`config.mk`:
```
export PLATFORM = sky130hd
export DESIGN_NAME = dct_pingpong_seq
export DESIGN_NICKNAME = d
export VERILOG_FILES = /design/src/rtl/dct_pingpong_seq.sv
export SDC_FILE = /design/constraint.sdc
export NUM_CORES = 1
export LEC_CHECK = 0
export BUFFER_PORTS_ARGS = -buffer_cell sky130_fd_sc_hd__buf_2
export CAP_MARGIN = 20
export CORE_UTILIZATION = 40
export DETAILED_ROUTE_END_ITERATION = 7
export PLACE_DENSITY_LB_ADDON = 0.12
export SLEW_MARGIN = 20
export SYNTH_ARGS = -nofsm -noshare
export SYNTH_HDL_FRONTEND = slang
export SYNTH_SLANG_ARGS = --single-unit
```
`constraint.sdc`:
```
create_clock -name clk -period 2.3 [get_ports clk]
set_input_delay 0.115 -clock clk [delete_from_list [all_inputs] [get_ports clk]]
set_output_delay 0.115 -clock clk [all_outputs]
set_load 0.02 [all_outputs]
```
`src/rtl/dct_pingpong_seq.sv`:
```
// Ping-pong transpose-buffer sequencer between row and column DCT stages.
// One bank fills from upstream while the other drains toward the column DCT.
module dct_pingpong_seq #(
  parameter int TRANSPOSE = 1,
  parameter int CNT_W     = 16
) (
  input  logic             clk,
  input  logic             rst,
  input  logic             in_valid,
  output logic             in_ready,
  output logic             wr_en,
  output logic             wr_bank,
  output logic [2:0]       wr_row,
  output logic [2:0]       wr_col,
  output logic             rd_en,
  output logic             rd_bank,
  output logic [2:0]       rd_row,
  output logic [2:0]       rd_col,
  output logic             out_valid,
  input  logic             out_ready,
  output logic             out_first,
  output logic             out_last,
  output logic             blk_done,
  output logic [1:0]       full,
  output logic [CNT_W-1:0] blk_count
);

  logic [5:0]       wcnt_q, wcnt_d;
  logic [5:0]       rcnt_q, rcnt_d;
  logic             wb_q, wb_d;
  logic             rb_q, rb_d;
  logic [1:0]       full_q, full_d;
  logic             ov_q, ov_d;
  logic             of_q, of_d;
  logic             ol_q, ol_d;
  logic [CNT_W-1:0] bc_q, bc_d;

  assign in_ready  = ~full_q[wb_q];
  assign wr_en     = in_valid & in_ready;
  assign wr_bank   = wb_q;
  assign rd_en     = full_q[rb_q] & (~ov_q | out_ready);
  assign rd_bank   = rb_q;
  assign rd_row    = rcnt_q[5:3];
  assign rd_col    = rcnt_q[2:0];
  assign out_valid = ov_q;
  assign out_first = of_q;
  assign out_last  = ol_q;
  assign blk_done  = ov_q & out_ready & ol_q;
  assign full      = full_q;
  assign blk_count = bc_q;

  // Transposing writes column-major; the read side is always row-major.
  generate
    if (TRANSPOSE != 0) begin : g_tr
      assign wr_row = wcnt_q[2:0];
      assign wr_col = wcnt_q[5:3];
    end else begin : g_plain
      assign wr_row = wcnt_q[5:3];
      assign wr_col = wcnt_q[2:0];
    end
  endgenerate

  always_comb begin
    wcnt_d = wcnt_q;
    rcnt_d = rcnt_q;
    wb_d   = wb_q;
    rb_d   = rb_q;
    full_d = full_q;
    ov_d   = ov_q;
    of_d   = of_q;
    ol_d   = ol_q;
    bc_d   = bc_q;

    if (wr_en) begin
      wcnt_d = wcnt_q + 6'd1;
      if (wcnt_q == 6'd63) begin
        full_d[wb_q] = 1'b1;
        wb_d         = ~wb_q;
      end
    end

    // wr_en needs ~full[wb] and rd_en needs full[rb], so these never hit the same bank.
    if (rd_en) begin
      rcnt_d = rcnt_q + 6'd1;
      if (rcnt_q == 6'd63) begin
        full_d[rb_q] = 1'b0;
        rb_d         = ~rb_q;
      end
    end

    if (rd_en) begin
      ov_d = 1'b1;
      of_d = (rcnt_q == 6'd0);
      ol_d = (rcnt_q == 6'd63);
    end else if (out_ready) begin
      ov_d = 1'b0;
    end

    if (blk_done) bc_d = bc_q + CNT_W'(1);
  end

  always_ff @(posedge clk) begin
    if (rst) begin
      wcnt_q <= '0;
      rcnt_q <= '0;
      wb_q   <= 1'b0;
      rb_q   <= 1'b0;
      full_q <= 2'b00;
      ov_q   <= 1'b0;
      of_q   <= 1'b0;
      ol_q   <= 1'b0;
      bc_q   <= '0;
    end else begin
      wcnt_q <= wcnt_d;
      rcnt_q <= rcnt_d;
      wb_q   <= wb_d;
      rb_q   <= rb_d;
      full_q <= full_d;
      ov_q   <= ov_d;
      of_q   <= of_d;
      ol_q   <= ol_d;
      bc_q   <= bc_d;
    end
  end

endmodule

```
==> summary.md <==
| Metric | Value |
|---|---|
| Skew final | `~0.005 ns` |
| First-pass GRT wire length | `5.609 mm` |
| Die area | `4184 um^2` |
| Cell count after synthesis | `between 150 and 200` |
| Fin. Hold Viols | `0` |
| Initial antenna violation count | `0` |
| Row count | `22` |
| Logic pwr share | `about 3.0%` |
| Number of buffers created by CTS | `5` |
| Reg2Reg Depth | `4` |
| Synth area leader | `dfxtp_1` |
| CP endpoint kind | `flop` |
| Fillers | `380` |
| Sw frac | `22.00%` |
| Initial cell density of the core | `42.29%` |
| HPWL Detailed | `2.332 mm` |
| Pin count of the biggest net entering global routing | `36` |
| Final setup fails | `0` |
| Sequential power share | `57.6%` |
| Via density | `between 5 and 6` |
| Drt total wl | `~3.3 mm` |
| Layout cells sized above 1 | `24.11%` |
| Via count | `between 1000 and 1500` |
| GP Congestion | `0.8215` |
| Initial DRC Count | `81` |
| Buffers from clock root to sink, at most | `2` |
| Vias in the first global route | `1275` |
| Post-CTS setup buffers | `0` |
| Crit path DAT | `2.07 ns` |
| Crit path launch type | `flop` |
| Final Critical Period | `1.862 ns` |
| Hold Slack | `0.1491 ns` |
| DIE WIDTH | `~65 um` |
| Internal power | `0.8307 mW` |
| VDD IR-drop max | `between 300 and 400 uV` |
| Multi-input gate area | `808.3 um^2` |
| Slew @ Worst Pin | `0.6509 ns` |
| Synth top area cells | `dfxtp_1 45%, xnor2_1 6.7%, nor2_1 6.2%` |
| Storage cell area | `between 700 and 800 um^2` |
| Synth unique cells | `33` |
| RR Startpoint | `blk_count[3]` |
| Hold EP | `wcnt_q[1]` |
| Tcrit/Tclk final | `80.96%` |
| Drt first pass iters | `4` |
| Area Growth Syn to Fin | `20.06%` |
| Root buf cell | `clkbuf_8` |
| Outcome | `completed` |
| P_leak | `0.7947 nW` |
| Clock-pin slew on the worst setup and hold paths | `0.07 ns` |
| Top-area cell type share of the netlist area | `44.59%` |
| Unrepaired setup endpoints after global routing | `no` |
| Net Count, Synth | `approximately 190` |
| Syn avg cell area | `8.587 um^2` |
| Ports | `43` |
| Core Region | `3716 um^2` |
| Antenna Violating Nets Remaining | `0` |
| Register-to-register setup slack | `~0.44 ns` |
| HP Start | `in_valid` |
| Clock share of power | `approximately 40%` |
| Achievable Freq | `537.0 MHz` |
| CTS Sinks | `35` |
| Crit path required time | `2.51 ns` |
| Hold-critical path depth | `3` |
| Final net count | `231` |
| CTS tree | `done` |
| Area of the mapped netlist | `1572 um^2` |
| Hold crit path type | `in2reg` |
| Worst reg2reg path endpoint | `blk_count[15]` |
| Setup TNS | `0 ns` |
| IO buf count | `42` |
| Kind of critical path | `reg2reg` |
| Gr usage total | `17.49%` |
| Crit Path Max Fanout | `10` |
| Die Ht | `64.68 um` |
| Setup crit start | `blk_count[3]` |
| Relative slew slack | `55.37%` |
| DRC viols | `0` |
| Post-CTS Hold Buffers | `0` |
| Number of synthesis warnings | `0` |
| Max-cap viol count | `0` |
| PwrDens | `about 560 nW/um^2` |
| WL/cell | `11.98 um` |
| Seq/Total Area, Yosys | `44.59%` |
| Grt ovf | `0` |
| CTS H-tree depth | `2` |
| Fin. max-slew vios | `0` |
| Clk_lat worst skew | `around 0.28 ns` |
| # resized after CTS | `0` |
| Sw Pwr | `around 0.23 mW` |
| Yosys reg bits | `35` |
| ANT cells | `0` |
==> synth_stat cells <==
library cell / instances
dfxtp_1: 35
nor2_1: 26
a21oi_1: 12
nand2_1: 12
xnor2_1: 12
nand3_1: 11
xor2_1: 9
clkbuf_1: 7
inv_1: 7
nand4_1: 6
nor3_1: 6
o21ai_0: 5
ha_1: 4
nor4_1: 3
o31ai_1: 3
or4_1: 3
buf_2: 2
mux2i_1: 2
nor2b_1: 2
or3_1: 2
or3_2: 2
a211oi_1: 1
and2_0: 1
and2_1: 1
and3_1: 1
and3_2: 1
and4_1: 1
and4_2: 1
mux2_2: 1
nand4_2: 1
nor3b_1: 1
or2_1: 1
or4b_1: 1
==> metal layers <==
layer / global-route usage [%] / wire (um) / vias up
li1: - / - / 711
met1: 20.28 / 1502 / 637
met2: 28.82 / 1519 / 33
met3: 4.754 / 153 / 9
met4: 10.00 / 83 / 0
met5: 0 / 0 / -
==> worst max path at each step <==
stage                          to  slack (ns)
floorplan           blk_count[15]        0.44
global placement    blk_count[15]        0.52
detailed placement  blk_count[15]        0.47
CTS                         rd_en        0.43
global route                rd_en        0.27
finish              blk_count[15]        0.44
==> worst max-delay path, cell delays in order (launching register included) <==
cell	delay, ns
dfxtp_1	0.45
nand4_2	0.14
or3_1	0.52
or4_1	0.54
a21oi_1	0.14
==> placed cells by master, fill, tap and decap left out, types with 2 or more instances in the layout <==
cell type  Yosys  layout
or3_1          2       2
nor3_1         6       6
ha_1           4       4
inv_1          7       7
a21oi_1       12      12
nor2b_1        2       2
nor2_1        26      26
nand3_1       11      11
o31ai_1        3       3
mux2i_1        2       2
nand2_1       12      12
xnor2_1       12      12
nand4_1        6       6
clkbuf_1       7       2
dfxtp_1       35      35
clkbuf_8       0       5
nor4_1         3       3
o21ai_0        5       5
or4_1          3       3
buf_2          2      42
xor2_1         9       9
or3_2          2       2
==> cell families (layout without fill, tap and decap cells) <==
kind of cell	Yosys count	after routing	synth area share, %
muxes	3	3	1.990
AOI/OAI and AO/OA	21	21	7.325
and+or+nand+nor	83	83	27.23
xor gates and xnor gates	21	21	11.70
buffers and inverters	16	57	3.982
DFF	35	35	44.59
adders and majority gates	4	4	3.185
==> registers in the layout (all words and copies together), names as in the netlist <==
register,flops
out_valid,1
rcnt_q,6
wr_bank,1
wcnt_q,6
full,2
out_first,1
out_last,1
blk_count,16
rd_bank,1
==> power groups by stage <==
| stage | clock (mW) | combinational, mW | sequential [mW] |
|---|---|---|---|
| 6_report | 0.420 | 0.0316 | 0.613 |
| 5_1_grt | 0.468 | 0.0349 | 0.614 |
| 3_5_place_dp | 0 | 0.0322 | 0.627 |
| 3_3_place_gp | 0 | 0.0310 | 0.627 |
| 4_1_cts | 0.437 | 0.0322 | 0.613 |
| 2_1_floorplan | 0 | 0.0166 | 0.631 |
==> stage by stage <==
stage	setup WS [ns]	power [mW]	instances	area [um^2]	utilization (%)
after global placement	0.5238	0.6576	264	1805	48.59
after detailed placement	0.4717	0.6591	264	1805	48.59
after global routing	0.2740	1.116	272	1887	50.77
after floorplan	0.4365	0.6475	183	1572	-
final	0.4380	1.065	272	1887	50.77
after CTS	0.4294	1.082	272	1887	50.77
==> area by class of cell <==
cell class                 instances  area share, %
tap                               48          3.183
multi-input combinational        132          42.84
timing repair buffer              42          11.14
clock inverter                     1         0.2653
clock buffer                       7          4.045
sequential                        35          37.14
inverter                           7          1.393
Power figures use the tool's default switching activity.
